$ cat config.mk
export PLATFORM = sky130hd
export DESIGN_NAME = uart_stream_fifo
export DESIGN_NICKNAME = d
export VERILOG_FILES = /design/src/rtl/uart_fifo_pkg.sv /design/src/rtl/uart_fifo_ram.sv /design/src/rtl/uart_stream_fifo.sv
export SDC_FILE = /design/constraint.sdc
export NUM_CORES = 1
export LEC_CHECK = 0
export CORE_UTILIZATION = 43
export CTS_CLUSTER_DIAMETER = 100
export DETAILED_ROUTE_END_ITERATION = 6
export SETUP_SLACK_MARGIN = 0.2
export SKIP_CTS_REPAIR_TIMING = 1
export SLEW_MARGIN = 20
export SYNTH_ARGS = -nofsm -noshare
export SYNTH_HDL_FRONTEND = slang
export SYNTH_HIERARCHICAL = 1
export SYNTH_SLANG_ARGS = --single-unit
$ cat constraint.sdc
create_clock -name clk -period 3.1 [get_ports clk]
set_clock_uncertainty 0.15 [all_clocks]
set_input_delay 0.62 -clock clk [delete_from_list [all_inputs] [get_ports clk]]
set_output_delay 0.62 -clock clk [all_outputs]
set_load 0.02 [all_outputs]
$ cat src/rtl/uart_fifo_pkg.sv
// Shared constants and width helpers for the UART stream FIFO.
// Optional feature macro: UART_STREAM_FIFO_HWM_EN (see uart_stream_fifo).
package uart_fifo_pkg;

    localparam int DEF_DATA_W = 8;
    localparam int DEF_DEPTH  = 16;

    // Occupancy counter width: must hold 0..depth inclusive.
    function automatic int cnt_w(input int depth);
        return $clog2(depth + 1);
    endfunction

    // Pointer width: addresses 0..depth-1, at least one bit.
    function automatic int ptr_w(input int depth);
        return (depth > 1) ? $clog2(depth) : 1;
    endfunction

endpackage

$ cat src/rtl/uart_fifo_ram.sv
// Storage array for the UART stream FIFO.
// One synchronous write port, one asynchronous read port.
module uart_fifo_ram #(
    parameter int DATA_W = 8,
    parameter int DEPTH  = 16,
    parameter int AW     = 4
) (
    input  logic              clk,
    input  logic              we,
    input  logic [AW-1:0]     waddr,
    input  logic [DATA_W-1:0] wdata,
    input  logic [AW-1:0]     raddr,
    output logic [DATA_W-1:0] rdata
);

    logic [DATA_W-1:0] mem [DEPTH];

    // Contents are not reset; only written on accepted pushes.
    always_ff @(posedge clk) begin
        if (we) mem[waddr] <= wdata;
    end

    assign rdata = mem[raddr];

endmodule

$ cat src/rtl/uart_stream_fifo.sv
// FWFT byte FIFO between the UART receiver and command parser.
// Define UART_STREAM_FIFO_HWM_EN to add the hwm high-water-mark output.
module uart_stream_fifo
    import uart_fifo_pkg::*;
#(
    parameter int DATA_W   = DEF_DATA_W,
    parameter int DEPTH    = DEF_DEPTH,
    parameter int AF_LEVEL = 12,
    parameter int AE_LEVEL = 2
) (
    input  logic                      clk,
    input  logic                      rst_n,
    input  logic                      flush,
    input  logic [DATA_W-1:0]         in_data,
    input  logic                      in_valid,
    output logic                      in_ready,
    output logic [DATA_W-1:0]         out_data,
    output logic                      out_valid,
    input  logic                      out_ready,
    output logic [cnt_w(DEPTH)-1:0]   count,
    output logic                      almost_full,
    output logic                      almost_empty,
    input  logic                      err_clr,
    output logic                      overflow,
    output logic                      underflow
`ifdef UART_STREAM_FIFO_HWM_EN
    ,
    output logic [cnt_w(DEPTH)-1:0]   hwm
`endif
);

    localparam int CNT_W = cnt_w(DEPTH);
    localparam int PTR_W = ptr_w(DEPTH);

    localparam logic [CNT_W-1:0] FULL_C = CNT_W'(DEPTH);
    localparam logic [CNT_W-1:0] AF_C   = CNT_W'(AF_LEVEL);
    localparam logic [CNT_W-1:0] AE_C   = CNT_W'(AE_LEVEL);
    localparam logic [PTR_W-1:0] LAST_P = PTR_W'(DEPTH - 1);

    logic [PTR_W-1:0]  wr_ptr;
    logic [PTR_W-1:0]  rd_ptr;
    logic [CNT_W-1:0]  count_nxt;
    logic [DATA_W-1:0] rd_data;
    logic              full;
    logic              empty;
    logic              push;
    logic              pop;

    assign full         = (count == FULL_C);
    assign empty        = (count == '0);
    assign in_ready     = ~full;
    assign out_valid    = ~empty;
    assign almost_full  = (count >= AF_C);
    assign almost_empty = (count <= AE_C);
    assign push         = in_valid & in_ready;
    assign pop          = out_valid & out_ready;
    assign out_data     = empty ? '0 : rd_data;

    uart_fifo_ram #(
        .DATA_W (DATA_W),
        .DEPTH  (DEPTH),
        .AW     (PTR_W)
    ) u_ram (
        .clk    (clk),
        .we     (push & ~flush),
        .waddr  (wr_ptr),
        .wdata  (in_data),
        .raddr  (rd_ptr),
        .rdata  (rd_data)
    );

    // Next occupancy; flush wins over any transfer this cycle.
    always_comb begin
        count_nxt = count;
        if (flush)
            count_nxt = '0;
        else if (push && !pop)
            count_nxt = count + 1'b1;
        else if (pop && !push)
            count_nxt = count - 1'b1;
    end

    // Pointers and occupancy, wrapping at DEPTH-1.
    always_ff @(posedge clk) begin
        if (!rst_n) begin
            wr_ptr <= '0;
            rd_ptr <= '0;
            count  <= '0;
        end else begin
            count <= count_nxt;
            if (flush) begin
                wr_ptr <= '0;
                rd_ptr <= '0;
            end else begin
                if (push)
                    wr_ptr <= (wr_ptr == LAST_P) ? '0 : wr_ptr + 1'b1;
                if (pop)
                    rd_ptr <= (rd_ptr == LAST_P) ? '0 : rd_ptr + 1'b1;
            end
        end
    end

    // Sticky errors; a new error beats err_clr in the same cycle.
    always_ff @(posedge clk) begin
        if (!rst_n) begin
            overflow  <= 1'b0;
            underflow <= 1'b0;
        end else begin
            if (in_valid && !in_ready)
                overflow <= 1'b1;
            else if (err_clr)
                overflow <= 1'b0;
            if (out_ready && !out_valid)
                underflow <= 1'b1;
            else if (err_clr)
                underflow <= 1'b0;
        end
    end

`ifdef UART_STREAM_FIFO_HWM_EN
    // High-water mark; err_clr restarts tracking from the new count.
    always_ff @(posedge clk) begin
        if (!rst_n)
            hwm <= '0;
        else if (err_clr)
            hwm <= count_nxt;
        else if (count_nxt > hwm)
            hwm <= count_nxt;
    end
`endif

endmodule
=== Word-level counts from Yosys, hierarchy flattened ===
Memory sizes are Yosys's and may differ from the RTL's. A register that Yosys moved wholly into a read port is not among the register bits.
Index checks and enable logic that the tools add are counted.

* ROM bits: 0
* Output and inout port bits: 19
* RAM bits: 128
* Input bits: 14
* Word-level logic and storage cells: 45
* Bits in latches: 0
* Flip-flop bits (word level): 15
* Memories: 1

{| class="wikitable"
|+ Memories
! memory !! depth !! width !! read ports !! clocked after Yosys merged registers in !! write ports !! line !! source
|-
| u_ram.mem || 16 || 8 || 1 || 1 || 1 || uart_fifo_ram.sv:16 || <nowiki>logic [DATA_W-1:0] mem [DEPTH];</nowiki>
|}

* Reduce and logical (&&, ||, !) cells: 11
* Eq/ne operators: 3
* $mul: 0
* Bitwise operators: 7
* Add/sub/neg operators: 4
* Muxes and demuxes: 12
* Shift operators: 0
* Divide/modulo/power cells: 0
* $lt $le $gt $ge: 2

{| class="wikitable"
|+ Operators by type and width
! kind !! count
|-
| two-way mux 4 bit || 4
|-
| two-way mux 5 bit || 2
|-
| adder 4 x 1 -> 4 bit (second input constant) || 2
|-
| equality test 4 bit (second input constant) || 2
|-
| two-way mux 8 bit || 1
|-
| nonzero test 2 bit || 3
|-
| adder 5 x 1 -> 5 bit (second input constant) || 1
|-
| equality test 5 bit (second input constant) || 1
|-
| greater-or-equal comparator 5 x 4 -> 1 bit (second input constant) || 1
|-
| <= comparator 5 x 2 -> 1 bit (second input constant) || 1
|-
| zero test 5 bit || 1
|-
| two-way mux 1 bit || 5
|-
| subtractor 5 x 1 -> 5 bit (second input constant) || 1
|-
| logical AND 1 bit || 4
|-
| NOT 1 bit || 4
|-
| bitwise AND 1 bit || 3
|-
| zero test 1 bit || 2
|-
| OR reduction 2 bit || 1
|}

=== Longest topological paths before layout ===
* Depth after elaboration: 7
* Depth in mapped cells: 9
* Mapped depth without buffers: 9

=== By module ===
Netlist, hierarchy kept.

{| class="wikitable"
|+ By module, submodules not included
! module !! area an instance (µm²) !! cells each !! seq. area each (µm²) !! times used
|-
| uart_fifo_ram || 4,987.3 || 221 || 3,843.7 || 1
|-
| uart_stream_fifo || 948.4 || 111 || 300.3 || 1
|}

=== Worst setup path before layout ===
OpenSTA, ideal clock, no wires.

* Path type: register -> register
* From: reg count[0]
* To: mem u_ram.mem[0][0] (enable)
* Library setup time: 0.383 ns
* Buffers on the path: 0
* Cell stages (with the launch flop): 6
* Data required time: 2.567 ns
* Data arrival time: 2.298 ns
* Path slack: 0.269 ns
* Period minus slack after synthesis: 2.831 ns
* Path through: dfxtp_1 -> nor2_1 -> a31oi_4 -> nor2b_1 -> or3b_2 -> nor3_1

* Word-level cells in the longest chain between the ends: 6

{| class="wikitable"
|+ Ends and longest elaborated chain
! element !! line !! source
|-
| start, declared || uart_stream_fifo.sv:20 || <nowiki>output logic [cnt_w(DEPTH)-1:0] count,</nowiki>
|-
| start signal, assigned || uart_stream_fifo.sv:90 || <nowiki>count <= count_nxt;</nowiki>
|-
| equality test 5 bit || uart_stream_fifo.sv:49 || <nowiki>assign full = (count == FULL_C);</nowiki>
|-
| NOT 1 bit || uart_stream_fifo.sv:51 || <nowiki>assign in_ready = ~full;</nowiki>
|-
| bitwise AND 1 bit || uart_stream_fifo.sv:55 || <nowiki>assign push = in_valid & in_ready;</nowiki>
|-
| via push || uart_stream_fifo.sv:46 || <nowiki>logic push;</nowiki>
|-
| bitwise AND 1 bit || uart_stream_fifo.sv:65 || <nowiki>.we (push & ~flush),</nowiki>
|-
| two-way mux 1 bit || uart_fifo_ram.sv:20 || <nowiki>if (we) mem[waddr] <= wdata;</nowiki>
|-
| two-way mux 1 bit (not written as such) || uart_fifo_ram.sv:20 ||
|-
| end, declared || uart_fifo_ram.sv:16 ||
|}

The timed path passes the listed nets, and every way through them passes these cells.

==> flow_summary.toml <==
[floorplanning]
start_util_pct = 44.47
fp-row-count = 42
fp.dieW_um = 119.5
io_pins = 33
die_y_um = 119.5
coreArea_um2 = 13350
die-area_um2 = 14280

[setup_path]
crit_required_ns = 2.33
arrival_ns = 2.21
r2r-start = "count[2]"
cp_common_cell = "buf_6"
path_cells = "clkbuf_16 > buf_6 > mux4_2 > a22oi_2 > nand2_1 > and2_4 > buf_6"
start_kind = "flop"
cpMaxStageDelayCell = "mux4_2"
worstSetupEndpointType = "output pin"
r2r-end = "count[4]"
slowest_delay_ns = 0.52
crit_fanout = 7
critPathKind = "reg -> out"
reg2reg_slack_ns = 0.46
reg2reg_depth = 9

[pwr]
seqPwrFrac_pct = 41.5
switching_power_mw = 1.281
powerDensity_nw_per_um2 = 708.7
vdd_drop_max_uv = 368.0
p_int_mw = 3.973
combPwrFrac_pct = 18.3
switching_share_pct = 24.39
power.leakage_nw = 2.507
clkPwrFrac_pct = 40.2
power_mw = 5.254

[detailed_routing]
wire_per_inst_um = 20.00
vias = 3120
drc_errors = 0
drt-vias-per-instance = 5.261
dr.pass1.iters = 4
wl_um = 11860
ant_nets = 0
drtIter0Drc = 267

[final_layout]
fillers = 1069
post-route-util_pct = 55.54
antenna_cells = 0
final_cell_mix = "edfxtp_1, nor2_1, clkdlybuf4s50_1, buf_4, mux4_2"
drive_above_1_share_pct = 29.50
final_common_cell = "edfxtp_1"
area_growth_pct = 24.89
final_net_count = 427

[run_status]
outcome = "finished, final reports clean"

[hold_path]
timing.hold.worst_endpoint = "count[3]"
hold_start = "count[3]"
holdPathStages = 2
hold_path_class = "reg -> reg"

[clocking]
clock-sinks = 143
insertion_delay_ns = 0.41
numCtsBuffers = 17
cts_root_buf = "clkbuf_16"
h-tree-depth = 4
cts_buffer_depth = 2
cts_tree = "done"
path_clk_slew_ns = 0.06

[timing]
fmax_mhz = 335.8
rsz0062_at_grt = "true"
min_period_ns = 2.978
setup_viol = 0
finalHoldViolCount = 0
worst_slew_pin_slew_ns = 0.6067
drv_slew = 0
post-route-period-util_pct = 96.05
slew_headroom_pct = 59.43

[placement]
dp_hpwl_um = 7439
place_congestion = 0.6817
placement.io_buffers = 32

[synth]
syn_nets = 354
syn_area_um2 = 5936
ys_seq_elements = 143
avgSynthCellArea_um2 = 17.88
synth-seq-area-share_pct = 69.81
syn_inst = 332
synth_edf_count = 128
yosys.cell_types.count = 45
synthArstFlopShare_pct = 0
yosysWarnings = 6
synth_top_flop_cell = "edfxtp_1"

[grt]
antenna_found_initial = 0
grt_max_degree = 36
grt_overflow_total = 0
grt_usage_pct = 17.57
grt_pass1_wl_um = 18020
grt_pass1_vias = 3138

[flow_run]
drv_cap = 0
worst max-delay path by stage:
stage                   start         endpoint  cells past startpoint
floorplan            count[0]  u_ram/mem[0][0]                      5
global placement    rd_ptr[0]      out_data[5]                      6
detailed placement  rd_ptr[0]      out_data[2]                      6
CTS                 rd_ptr[0]      out_data[2]                      6
global route        rd_ptr[0]      out_data[3]                      7
finish              rd_ptr[0]      out_data[1]                      7
worst max-delay path: cells and delay by family (launching register included):
kind                   cells  cell delay [ns]
and+or+nand+nor            2             0.21
muxes                      1             0.52
AOI/OAI and AO/OA          1             0.20
buffers and inverters      3             0.40
DFF                        1             0.44
cells by family after synthesis:
logic type	count (synthesis)	synth area share (%)
multiplexers	34	13.36
flip-flops	143	69.81
buffers and inverters	20	2.213
AND/OR/NAND/NOR	81	7.104
adder cells (fa/ha/maj)	8	1.813
XOR/XNOR	4	0.5903
AO/OA/AOI/OAI	42	5.101
metal layers:
layer | vias to the layer above | track usage, % | wire, µm
met3 | 7 | 3.992 | 362
met2 | 57 | 27.31 | 5820
li1 | 1479 | - | -
met5 | - | 0 | 0
met4 | 0 | 6.797 | 117
met1 | 1577 | 24.18 | 5558
flip-flops by register name (all words and copies together) (netlist names):
register and cells:
count 5, overflow 1, u_ram/mem 128, underflow 1, wr_ptr 4, rd_ptr 4
metrics by stage:
stage | cells | worst slack, ns | setup TNS [ns] | hold WS [ns] | cell area [µm²]
floorplan | 332 | 0.2691 | 0 | 0.3355 | 5936
global route | 593 | 0.07044 | 0 | 0.4499 | 7413
global placement | 550 | 0.1294 | 0 | 0.3680 | 6583
finish | 593 | 0.1223 | 0 | 0.4125 | 7413
CTS | 581 | -0.3412 | -2.480 | 0.3840 | 7199
detailed placement | 550 | 0.1084 | 0 | 0.3755 | 6583
power groups by stage:
stage,clock [mW],combinational (mW),sequential [mW]
floorplan,0,0.572,2.23
global placement,0,0.885,2.21
detailed placement,0,0.892,2.22
CTS,2.14,0.894,2.18
global route,2.21,1.04,2.18
finish,2.11,0.963,2.18
Yosys cell counts (2+ instances only):
library cell	number	area (µm²)
o21ai_0	3	15.01
a22oi_1	16	120.1
dfxtp_1	15	300.3
ha_1	7	87.58
and2_1	4	25.02
nand2_1	16	60.06
nor3_1	4	20.02
and3_1	2	12.51
nor2_1	27	101.4
edfxtp_1	128	3844
buf_2	3	15.01
nand2b_1	3	18.77
and2_4	8	70.07
o31ai_1	2	15.01
clkbuf_1	2	7.510
o22ai_1	2	12.51
xor2_1	3	26.28
nand3_1	6	30.03
mux2i_1	2	20.02
a21oi_1	8	40.04
nand3b_1	3	22.52
a31oi_1	2	12.51
mux4_2	18	405.4
inv_1	7	26.28
clkdlybuf4s25_2	3	30.03
mux4_1	14	367.9
buf_6	4	45.04
nor2b_1	3	18.77
layout make-up:
cell class                 instances  area [µm²]  area share (%)
clock inverter                    12       183.9           2.481
multi-input combinational        169        1707           23.02
inverter                           7       26.28          0.3544
timing repair buffer              67       695.7           9.384
clock buffer                      19       432.9           5.840
sequential                       143        4148           55.95
tap                              176       220.2           2.970
(Power assumes the default switching activity.)
